$ cat src/rtl/grad_dir_pkg.sv
// Shared types and helpers for the Canny gradient-direction quantiser.
package grad_dir_pkg;

  typedef enum logic [1:0] {
    DIR_0   = 2'b00,
    DIR_90  = 2'b01,
    DIR_45  = 2'b10,
    DIR_135 = 2'b11
  } dir_t;

  localparam int GRAD_W_DEF    = 11;
  localparam int LUT_MAX_DEF   = 9;
  localparam int SHIFT_MAX_DEF = 8;
  localparam int MAG_W         = 16;

  // Smallest shift in 0..shift_max that brings m into the LUT index range.
  function automatic logic [3:0] shift_sel(input logic [MAG_W-1:0] m,
                                           input int lut_max,
                                           input int shift_max);
    logic [3:0] s;
    s = 4'(shift_max);
    for (int i = 15; i >= 0; i--) begin
      if (i <= shift_max && 32'(m >> i) <= lut_max) s = 4'(i);
    end
    return s;
  endfunction

endpackage

$ cat src/rtl/dir_quad_lut.sv
// 10x10 first-quadrant direction table (x = |gx| index, y = |gy| index), registered output.
module dir_quad_lut
  import grad_dir_pkg::*;
(
  input  logic       i_clk,
  input  logic       i_en,
  input  logic [3:0] i_x,
  input  logic [3:0] i_y,
  output dir_t       o_dir
);

  // Bin edges at tan(22.5) ~ 0.414 and tan(67.5) ~ 2.414, scaled by 1000.
  function automatic dir_t quad(input logic [3:0] x, input logic [3:0] y);
    logic [15:0] ys, xh, xv;
    ys = 16'(y) * 16'd1000;
    xh = 16'(x) * 16'd414;
    xv = 16'(x) * 16'd2414;
    if (x == 4'd0 && y == 4'd0) return DIR_0;
    if (ys < xh)                return DIR_0;
    if (ys > xv)                return DIR_90;
    return DIR_45;
  endfunction

  dir_t dir_d, dir_q;

  always_comb begin
    dir_d = dir_q;
    if (i_en) dir_d = quad(i_x, i_y);
  end

  always_ff @(posedge i_clk) dir_q <= dir_d;

  assign o_dir = dir_q;

endmodule

$ cat src/rtl/grad_dir_ctrl.sv
// Canny direction quantiser: abs/sign, shift-normalise, LUT, unfold; 4-cycle stallable pipe.
// Optional per-frame direction counters when GRAD_DIR_STATS_EN is defined.
module grad_dir_ctrl
  import grad_dir_pkg::*;
#(
  parameter int GRAD_W    = GRAD_W_DEF,
  parameter int LUT_MAX   = LUT_MAX_DEF,
  parameter int SHIFT_MAX = SHIFT_MAX_DEF
) (
  input  logic              i_clk,
  input  logic              i_rst,
  input  logic              i_valid,
  output logic              o_ready,
  input  logic [GRAD_W-1:0] i_gx,
  input  logic [GRAD_W-1:0] i_gy,
  input  logic              i_sof,
  input  logic              i_eol,
  output logic              o_valid,
  input  logic              i_ready,
  output logic [1:0]        o_dir,
  output logic              o_sof,
  output logic              o_eol
`ifdef GRAD_DIR_STATS_EN
  ,
  output logic [19:0]       o_cnt0,
  output logic [19:0]       o_cnt45,
  output logic [19:0]       o_cnt90,
  output logic [19:0]       o_cnt135
`endif
);

  localparam logic [GRAD_W-1:0] LUT_MAX_G = GRAD_W'(LUT_MAX);

  logic adv;
  logic vld_p1_d, vld_p1_q, vld_p2_d, vld_p2_q, vld_p3_d, vld_p3_q;
  logic o_valid_d, o_valid_q, o_sof_d, o_sof_q, o_eol_d, o_eol_q;
  dir_t o_dir_d, o_dir_q, q_p3;

  logic signed [GRAD_W-1:0] gx_s, gy_s;
  logic [GRAD_W-1:0] ax_d, ay_d, ax_p1_q, ay_p1_q;
  logic neg_d, neg_p1_q, sof_p1_q, eol_p1_q;

  logic [GRAD_W-1:0] m, ix_full, iy_full;
  logic [3:0] shift, ix_d, iy_d, ix_p2_q, iy_p2_q;
  logic neg_p2_q, sof_p2_q, eol_p2_q;
  logic neg_p3_q, sof_p3_q, eol_p3_q;

  // A whole-pipe enable: any stall freezes every stage together.
  assign adv     = !o_valid_q || i_ready;
  assign o_ready = adv;

  always_comb begin
    gx_s     = i_gx;
    gy_s     = i_gy;
    ax_d     = (gx_s < 0) ? -gx_s : gx_s;
    ay_d     = (gy_s < 0) ? -gy_s : gy_s;
    neg_d    = gx_s[GRAD_W-1] ^ gy_s[GRAD_W-1];
    m        = (ax_p1_q >= ay_p1_q) ? ax_p1_q : ay_p1_q;
    shift    = shift_sel(MAG_W'(m), LUT_MAX, SHIFT_MAX);
    ix_full  = ax_p1_q >> shift;
    iy_full  = ay_p1_q >> shift;
    ix_d     = 4'(ix_full);
    iy_d     = 4'(iy_full);
    o_dir_d  = o_dir_q;
    if (adv) o_dir_d = (q_p3 == DIR_45 && neg_p3_q) ? DIR_135 : q_p3;
    vld_p1_d  = adv ? i_valid  : vld_p1_q;
    vld_p2_d  = adv ? vld_p1_q : vld_p2_q;
    vld_p3_d  = adv ? vld_p2_q : vld_p3_q;
    o_valid_d = adv ? vld_p3_q : o_valid_q;
    o_sof_d   = adv ? sof_p3_q : o_sof_q;
    o_eol_d   = adv ? eol_p3_q : o_eol_q;
  end

  // Stage 1: magnitude and sign capture
  always_ff @(posedge i_clk) begin
    if (adv) begin
      ax_p1_q  <= ax_d;
      ay_p1_q  <= ay_d;
      neg_p1_q <= neg_d;
      sof_p1_q <= i_sof;
      eol_p1_q <= i_eol;
      // Stage 2: normalised LUT indices
      ix_p2_q  <= ix_d;
      iy_p2_q  <= iy_d;
      neg_p2_q <= neg_p1_q;
      sof_p2_q <= sof_p1_q;
      eol_p2_q <= eol_p1_q;
      // Stage 3: sideband alongside the registered LUT output
      neg_p3_q <= neg_p2_q;
      sof_p3_q <= sof_p2_q;
      eol_p3_q <= eol_p2_q;
    end
  end

  always_ff @(posedge i_clk) begin
    if (adv && vld_p1_q) assert (ix_full <= LUT_MAX_G && iy_full <= LUT_MAX_G);
  end

  dir_quad_lut u_lut (
    .i_clk (i_clk),
    .i_en  (adv),
    .i_x   (ix_p2_q),
    .i_y   (iy_p2_q),
    .o_dir (q_p3)
  );

  // Stage 4: unfolded direction and output registers
  always_ff @(posedge i_clk or posedge i_rst) begin
    if (i_rst) begin
      vld_p1_q  <= 1'b0;
      vld_p2_q  <= 1'b0;
      vld_p3_q  <= 1'b0;
      o_valid_q <= 1'b0;
      o_dir_q   <= DIR_0;
      o_sof_q   <= 1'b0;
      o_eol_q   <= 1'b0;
    end else begin
      vld_p1_q  <= vld_p1_d;
      vld_p2_q  <= vld_p2_d;
      vld_p3_q  <= vld_p3_d;
      o_valid_q <= o_valid_d;
      o_dir_q   <= o_dir_d;
      o_sof_q   <= o_sof_d;
      o_eol_q   <= o_eol_d;
    end
  end

  assign o_valid = o_valid_q;
  assign o_dir   = o_dir_q;
  assign o_sof   = o_sof_q;
  assign o_eol   = o_eol_q;

`ifdef GRAD_DIR_STATS_EN
  // Counters indexed by the dir_t encoding; an SOF transfer restarts the frame.
  logic [19:0] cnt_d [4];
  logic [19:0] cnt_q [4];

  always_comb begin
    for (int k = 0; k < 4; k++) cnt_d[k] = cnt_q[k];
    if (o_valid_q && i_ready) begin
      if (o_sof_q) for (int k = 0; k < 4; k++) cnt_d[k] = '0;
      if (cnt_d[o_dir_q] != '1) cnt_d[o_dir_q] = cnt_d[o_dir_q] + 20'd1;
    end
  end

  always_ff @(posedge i_clk or posedge i_rst) begin
    if (i_rst) begin
      for (int k = 0; k < 4; k++) cnt_q[k] <= '0;
    end else begin
      for (int k = 0; k < 4; k++) cnt_q[k] <= cnt_d[k];
    end
  end

  assign o_cnt0   = cnt_q[DIR_0];
  assign o_cnt45  = cnt_q[DIR_45];
  assign o_cnt90  = cnt_q[DIR_90];
  assign o_cnt135 = cnt_q[DIR_135];
`endif

endmodule

$ cat config.mk
export PLATFORM = sky130hd
export DESIGN_NAME = grad_dir_ctrl
export DESIGN_NICKNAME = d
export VERILOG_FILES = /design/src/rtl/grad_dir_pkg.sv /design/src/rtl/dir_quad_lut.sv /design/src/rtl/grad_dir_ctrl.sv
export SDC_FILE = /design/constraint.sdc
export NUM_CORES = 1
export LEC_CHECK = 0
export BUFFER_PORTS_ARGS = -buffer_cell sky130_fd_sc_hd__buf_2
export CAP_MARGIN = 20
export CORE_ASPECT_RATIO = 1.75
export CORE_MARGIN = 2
export CORE_UTILIZATION = 40
export DETAILED_ROUTE_END_ITERATION = 10
export GPL_ROUTABILITY_DRIVEN = 1
export PLACE_DENSITY = 0.59
export SLEW_MARGIN = 20
export SYNTH_ARGS = -nofsm -noshare
export SYNTH_HDL_FRONTEND = slang
export SYNTH_SLANG_ARGS = --single-unit
$ cat constraint.sdc
create_clock -name i_clk -period 5.2 [get_ports i_clk]
set_input_delay 0.78 -clock i_clk [delete_from_list [all_inputs] [get_ports i_clk]]
set_output_delay 0.78 -clock i_clk [all_outputs]
set_load 0.05 [all_outputs]
==> results of run 1 <==
## flip-flops by register name, indices dropped and copies added, names as in the netlist, 2 cells and up
signal       count
ix_p2_q          4
ay_p1_q         11
u_lut.o_dir      2
iy_p2_q          4
ax_p1_q         11
o_dir            2
## cells by family (layout without fill, tap and decap cells)
kind of cell | Yosys count | count (layout)
flip-flops | 49 | 49
AND/OR/NAND/NOR | 110 | 110
adder cells (fa/ha/maj) | 97 | 97
buffers and inverters | 76 | 107
XOR/XNOR | 39 | 39
AO/OA/AOI/OAI | 125 | 125
multiplexers | 42 | 42
## final timing paths
| kind | slack, ps | from | end | cells after the start |
|---|---|---|---|---|
| min reg2reg | 420 | neg_p1_q | neg_p2_q | 0 |
| max | 490 | ix_p2_q[3] | u_lut.o_dir[0] | 18 |
| max reg2reg | 490 | ix_p2_q[3] | u_lut.o_dir[0] | 18 |
| max in group asynchronous | 4550 | i_rst | o_dir[0] | 2 |
| min in group i_clk | 420 | neg_p1_q | neg_p2_q | 0 |
| min | 410 | i_rst | o_sof | 2 |
## layout make-up
cell class,count,share of cell area
clock inverter,3,0.007579
multi-input combinational,413,0.6098
clock buffer,5,0.02165
timing repair buffer,35,0.03465
tap,171,0.03703
sequential,49,0.2477
inverter,64,0.04158
## layer usage
metal,vias up,part of all wire
li1,1994,-
met1,1881,0.35
met2,83,0.58
met3,34,0.019
met4,0,0.051
met5,-,0
## metrics by stage
stage | cells | worst slack [ps] | util
final | 740 | 489.7 | 0.4466
after detailed placement | 731 | 491.2 | 0.4314
after floorplan | 538 | 986.3 | -
after global routing | 740 | 146.4 | 0.4466
after global placement | 731 | 598.6 | 0.4314
after CTS | 739 | 501.3 | 0.4445
## layout by cell type, fill, tap and decap left out, drive strengths merged, types with 7 or more instances in the layout
cell,netlist,final
a21o,8,8
a21oi,31,31
buf,7,35
dfrtp,8,8
edfxtp,41,41
fa,15,15
ha,82,82
inv,64,65
mux2,10,10
mux2i,30,30
nand2,31,31
nand3,9,9
nor2,29,29
nor3,8,8
o21ai,35,35
xnor2,32,32
xor2,7,7
## worst max-delay path, stage by stage, from the launching register on
cell and delay [ps]:
edfxtp_1 550, fa_1 590, inv_1 60, fa_1 540
inv_1 60, ha_1 290, a21o_1 170, a21oi_1 200
o21ai_0 100, a21oi_1 240, o21ai_0 110, a21oi_1 250
xor2_1 230, ha_1 270, o21a_1 180, o21ai_0 130
a21oi_1 60, o31ai_1 320, nor4bb_1 100
==> results.cfg, run 1 <==
[worst_setup_path]
worst_setup_path_start_kind = flop
endpoint_kind = flop
arrival_ps = 4750
critical_path_class = flop to flop
crit_required_ps = 5230
cp_max_fo = 9

[route]
first_pass_iters = 4
viasPerCell = 5.395
vias = 3992
wl_per_cell_um = 15.44
ant_nets = 0
remaining_drc_errors = 0
drt-total-wl_mm = 11.42
dr.first_iter.drc_count = 125

[yosys]
synth_top_area_cell = edfxtp_1
synth_nets = 663
synth.area.mux_share = 0.08748
yosysMostFrequentCell = ha_1
ys_top_cells_by_count = 82 x ha_1, 64 x inv_1, 41 x edfxtp_1
yosysTopAreaCellShare = 0.2333
synth_cells = 538
ys_seq_area_frac = 0.2712
syn_area_um2 = 5278
synthAdderAreaFrac = 0.2513
synth-compound-area-share = 0.1534
synth_seq_cells = 49
syn_avg_cell_area_um2 = 9.810
synth.distinct_cells = 66
async_flop_share = 0.1633
yosys_most_used_dff = edfxtp_1
post_synth_and_or_nand_nor_area_fraction = 0.1079
synth_xor_area_frac = 0.06472
yosysWarnings = 0
synth_top_family_by_area = adder cells
synth_area_leaders = edfxtp_1 23%, ha_1 19%, fa_1 5.7%
synth-edff-count = 41

[timing]
hold_viol_final = 0
slew_headroom = 0.4565
fin_crit_sh = 0.9058
fmax_mhz = 212.3
final-max-slew-violation-count = 0
whs_ps = 414.1
setup_tns_ps = 0
clock_skew_ps = 4.642
finalSetupViolations = 0
post-route-min-period_ps = 4710
rsz0062_at_grt = false
tightest_slew_ps = 792.6

[clock_tree]
clk_pin_slew_worst_paths_ps = 70
clock_latency_ps = 300
hold_buffers = 0
cts_resized = 0
cts_setup_buffers = 0
clockBufferDepth = 2
clock_tree.root_cell = clkbuf_16
cts_tree = done
htreeDepth = 2
cts_sinks = 49
cts_inserted_buffers = 5

[global_routing]
antenna_found_initial = 0
gr-usage-met3 = 0.01304
grt_pass1_vias = 4056
grt_use_total = 0.1681
grt_start_max_net_pins = 52
grt_pass1_wl_mm = 19.22
met1_usage = 0.1619
grt.busiest_layer = met2
met2_usage = 0.3440
overflow = 0

[floorplan]
io_pins = 34
placeableCoreArea_um2 = 12940
die_area_um2 = 14160
die_w_um = 90.83
rows = 55
initial_core_util = 0.4079
fp.dieH_um = 156.0

[place]
dp_hpwl_mm = 9.430
gp_congestion = 0.8806
port_buffers = 33
placed_area_um2 = 5582

[finish]
multi_input_area_um2 = 3523
fin_area_um2 = 5778
fill_cells = 1310
drive_above_1_share = 0.1178
nets = 693
area.growth.synth_to_final_pct = 9.483
ff_latch_area_um2 = 1431
diodes = 0

[flow_run]
maxCapViolations = 0

[outcome]
status = complete, no violations

[worst_hold_path]
min_path_type = input port to async pin
Power of run 1 is not shown: default switching activity piles up to over one toggle a cycle in this logic, so the estimate is an artifact.
==> run 2: changes to the inputs <==
--- a/config.mk
+++ b/config.mk
@@ -5,6 +5,7 @@
 export SDC_FILE = /design/constraint.sdc
 export NUM_CORES = 1
 export LEC_CHECK = 0
+export ABC_AREA = 0
 export BUFFER_PORTS_ARGS = -buffer_cell sky130_fd_sc_hd__buf_2
 export CAP_MARGIN = 20
 export CORE_ASPECT_RATIO = 1.75
@@ -13,6 +14,7 @@
 export DETAILED_ROUTE_END_ITERATION = 10
 export GPL_ROUTABILITY_DRIVEN = 1
 export PLACE_DENSITY = 0.59
+export REMOVE_ABC_BUFFERS = 1
 export SLEW_MARGIN = 20
 export SYNTH_ARGS = -nofsm -noshare
 export SYNTH_HDL_FRONTEND = slang
==> results.cfg, run 2 (synthesis gave the netlist of run 1 again) <==
[outcome]
status = complete, no violations

[global_routing]
grt_pass1_wl_mm = 19.51
grt_pass1_vias = 4118
overflow = 0
grt_use_total = 0.1701
grt_start_max_net_pins = 52
antenna_found_initial = 0

[timing]
finalSetupViolations = 0
clock_skew_ps = 3.630
hold_viol_final = 0
slew_headroom = 0.4701
fmax_mhz = 209.3
rsz0062_at_grt = false
tightest_slew_ps = 772.8
post-route-min-period_ps = 4777
fin_crit_sh = 0.9186
setup_tns_ps = 0
final-max-slew-violation-count = 0

[floorplan]
io_pins = 34
initial_core_util = 0.4079
fp.dieH_um = 156.0
rows = 55
placeableCoreArea_um2 = 12940
die_w_um = 90.83
die_area_um2 = 14160

[worst_setup_path]
crit_required_ps = 5230
r2r_start = ix_p2_q[2]
endpoint_kind = flop
reg2reg_slack_ps = 420
reg2reg_depth = 18
cp_max_fo = 8
arrival_ps = 4810
cp_top_family = compound AO/OA/AOI/OAI gates
cpMaxStageDelayCell = fa_1
cpPeakStageDelay_ps = 620
reg2reg_to = u_lut.o_dir[0]
crit_path_start = ix_p2_q[2]
path_cells = fa_1, inv_1, fa_1, inv_1, ha_1, a21o_1, a21oi_1, o21ai_0, a21oi_1, o21ai_0, a21oi_1, xor2_1, ha_1, o21a_1, o21ai_0, a21oi_1, o31ai_1, nor4bb_1
worst_path_most_repeated_cell = a21oi_1
critical_path_class = flop to flop
worst_setup_path_start_kind = flop
path_buf_inv = 2

[place]
gp_congestion = 0.8732
port_buffers = 33
dp_hpwl_mm = 9.512

[finish]
fin_util = 0.4466
nets = 693
diodes = 0
area.growth.synth_to_final_pct = 9.483
final_cell_mix = 82 x ha_1, 64 x inv_1, 41 x edfxtp_1
fill_cells = 1323
drive_above_1_share = 0.1178
top_regs = ax_p1_q x11, ay_p1_q x11
layout_commonest_cell = ha_1

[route]
first_pass_iters = 5
dr.first_iter.drc_count = 92
drt-total-wl_mm = 11.44
wl_per_cell_um = 15.46
vias = 3981
remaining_drc_errors = 0
ant_nets = 0
viasPerCell = 5.380

[clock_tree]
cts_inserted_buffers = 5
clock_latency_ps = 290
cts_setup_buffers = 0
cts_resized = 0
cts_sinks = 49
clock_tree.root_cell = clkbuf_16
clockBufferDepth = 2
htreeDepth = 2
cts_tree = done
clk_pin_slew_worst_paths_ps = 70
hold_buffers = 0

[worst_hold_path]
min_path_type = input port to async pin

[flow_run]
maxCapViolations = 0
==> run 2: final cells by class <==
class                           count  area (um^2)  area share
Inverter                           64        240.2     0.04158
Timing Repair Buffer               35        200.2     0.03465
Sequential cell                    49         1431      0.2477
Tap cell                          171        214.0     0.03703
Clock buffer                        5        125.1     0.02165
Clock inverter                      3        43.79    0.007579
Multi-Input combinational cell    413         3523      0.6098
==> run 2: worst max path at each step <==
stage                     cells past startpoint  slack, ps              to
final                                        18        420  u_lut.o_dir[0]
after global routing                         18        110  u_lut.o_dir[1]
after CTS                                    18        450  u_lut.o_dir[0]
after detailed placement                     18        450  u_lut.o_dir[0]
after global placement                       18        540  u_lut.o_dir[0]
after floorplan                              10        830      ix_p2_q[0]
==> run 2: routing by layer <==
metal / up-vias / wire [um] / share of wire / track usage
met4: 0 / 424 / 0.037 / 0.06926
met1: 1874 / 3931 / 0.34 / 0.1634
met3: 26 / 259 / 0.023 / 0.01256
met2: 82 / 6826 / 0.60 / 0.3600
met5: - / 0 / 0 / 0
li1: 1999 / - / - / -
==> run 2: metrics by stage <==
step	area (um^2)	instances	worst slack, ps	hold slack, ps
2_1_floorplan	5180	526	829.2	400.3
3_3_place_gp	5582	731	543.6	404.6
3_5_place_dp	5582	731	453.1	407.0
4_1_cts	5751	739	449.3	415.9
5_1_grt	5778	740	114.2	426.3
6_report	5778	740	423.1	412.6
Power of run 2 is left out for the same reason.
==> run 3: changes to the inputs <==
--- a/config.mk
+++ b/config.mk
@@ -14,6 +14,7 @@
 export DETAILED_ROUTE_END_ITERATION = 10
 export GPL_ROUTABILITY_DRIVEN = 1
 export PLACE_DENSITY = 0.59
+export RECOVER_POWER = 25
 export REMOVE_ABC_BUFFERS = 1
 export SLEW_MARGIN = 20
 export SYNTH_ARGS = -nofsm -noshare
==> results.cfg, run 3 (synthesis gave the netlist of run 1 again) <==
[floorplan]
rows = 55
io_pins = 34
placeableCoreArea_um2 = 12940
fp.dieH_um = 156.0
initial_core_util = 0.4079
die_w_um = 90.83
die_area_um2 = 14160

[finish]
top_regs = ax_p1_q x11, ay_p1_q x11
drive_above_1_share = 0.1107
fill_cells = 1324
layout_commonest_cell = ha_1
nets = 693
final_cell_mix = 82 x ha_1, 64 x inv_1, 41 x edfxtp_1
area.growth.synth_to_final_pct = 9.388
ff_latch_area_um2 = 1431
diodes = 0
multi_input_area_um2 = 3523

[timing]
fin_ws_ps = 423.0
fmax_mhz = 209.3
finalSetupViolations = 0
tightest_slew_ps = 774.1
hold_viol_final = 0
whs_ps = 412.4
final-max-slew-violation-count = 0
clock_skew_ps = 3.629
post-route-min-period_ps = 4777
slew_headroom = 0.4692
rsz0062_at_grt = false
setup_tns_ps = 0
fin_crit_sh = 0.9186

[global_routing]
grt_pass1_vias = 4118
grt_use_total = 0.1701
grt_pass1_wl_mm = 19.51
grt_start_max_net_pins = 52
overflow = 0
antenna_found_initial = 0

[clock_tree]
clk_pin_slew_worst_paths_ps = 70
cts_resized = 0
cts_setup_buffers = 0
hold_buffers = 0
cts_tree = done
clock_latency_ps = 290
clock_tree.root_cell = clkbuf_16
cts_sinks = 49
clockBufferDepth = 2
cts_inserted_buffers = 5
htreeDepth = 2

[place]
port_buffers = 33
gp_congestion = 0.8732
dp_hpwl_mm = 9.512
post-place-ws_ps = 453.1

[route]
vias = 3981
viasPerCell = 5.380
remaining_drc_errors = 0
ant_nets = 0
wl_per_cell_um = 15.46
drt-total-wl_mm = 11.44
dr.first_iter.drc_count = 92
first_pass_iters = 5

[outcome]
status = complete, no violations

[worst_setup_path]
worst_setup_path_start_kind = flop
cp_max_fo = 8
endpoint_kind = flop
crit_required_ps = 5230
reg2reg_slack_ps = 420
arrival_ps = 4810
critical_path_class = flop to flop

[flow_run]
maxCapViolations = 0

[worst_hold_path]
min_path_type = input port to async pin
==> run 3: cell count changes in the layout (fill, tap and decap cells not counted) <==
| cell | previous run | this run |
|---|---|---|
| clkbuf_1 | 0 | 4 |
| buf_2 | 33 | 29 |
==> run 3: critical path: stages (launching register included) <==
cell and delay (ps):
edfxtp_1 540, fa_1 620, inv_1 70, fa_1 530
inv_1 60, ha_1 290, a21o_1 160, a21oi_1 210
o21ai_0 120, a21oi_1 250, o21ai_0 120, a21oi_1 240
xor2_1 230, ha_1 270, o21a_1 180, o21ai_0 130
a21oi_1 60, o31ai_1 330, nor4bb_1 100
==> run 3: final timing paths <==
| path | start | to | cells after the start |
|---|---|---|---|
| max | ix_p2_q[2] | u_lut.o_dir[0] | 18 |
| min in group i_clk | eol_p1_q | eol_p2_q | 0 |
| max in group asynchronous | i_rst | vld_p3_q | 2 |
| min | i_rst | o_valid | 2 |
| min reg2reg | eol_p1_q | eol_p2_q | 0 |
| max reg2reg | ix_p2_q[2] | u_lut.o_dir[0] | 18 |
==> run 3: metal layers <==
| metal | global-route usage | wire length (um) | vias up |
|---|---|---|---|
| met5 | 0 | 0 | - |
| met4 | 0.06926 | 424 | 0 |
| met3 | 0.01256 | 245 | 26 |
| met2 | 0.3600 | 6819 | 79 |
| met1 | 0.1634 | 3951 | 1877 |
| li1 | - | - | 1999 |
==> run 3: final cells by class <==
| class | count | area share |
|---|---|---|
| clock buffers | 5 | 0.02167 |
| flip-flops and latches | 49 | 0.2479 |
| well taps | 171 | 0.03706 |
| inverters | 64 | 0.04161 |
| clock inverters | 3 | 0.007586 |
| repair buffers | 35 | 0.03381 |
| multi-input cells | 413 | 0.6103 |
==> run 3: per-stage QoR <==
step	std cells	instance area [um^2]	utilization
6_report	740	5773	0.4462
5_1_grt	740	5773	0.4462
4_1_cts	739	5751	0.4445
3_5_place_dp	731	5582	0.4314
3_3_place_gp	731	5582	0.4314
2_1_floorplan	526	5180	-
Power of run 3 is left out for the same reason.
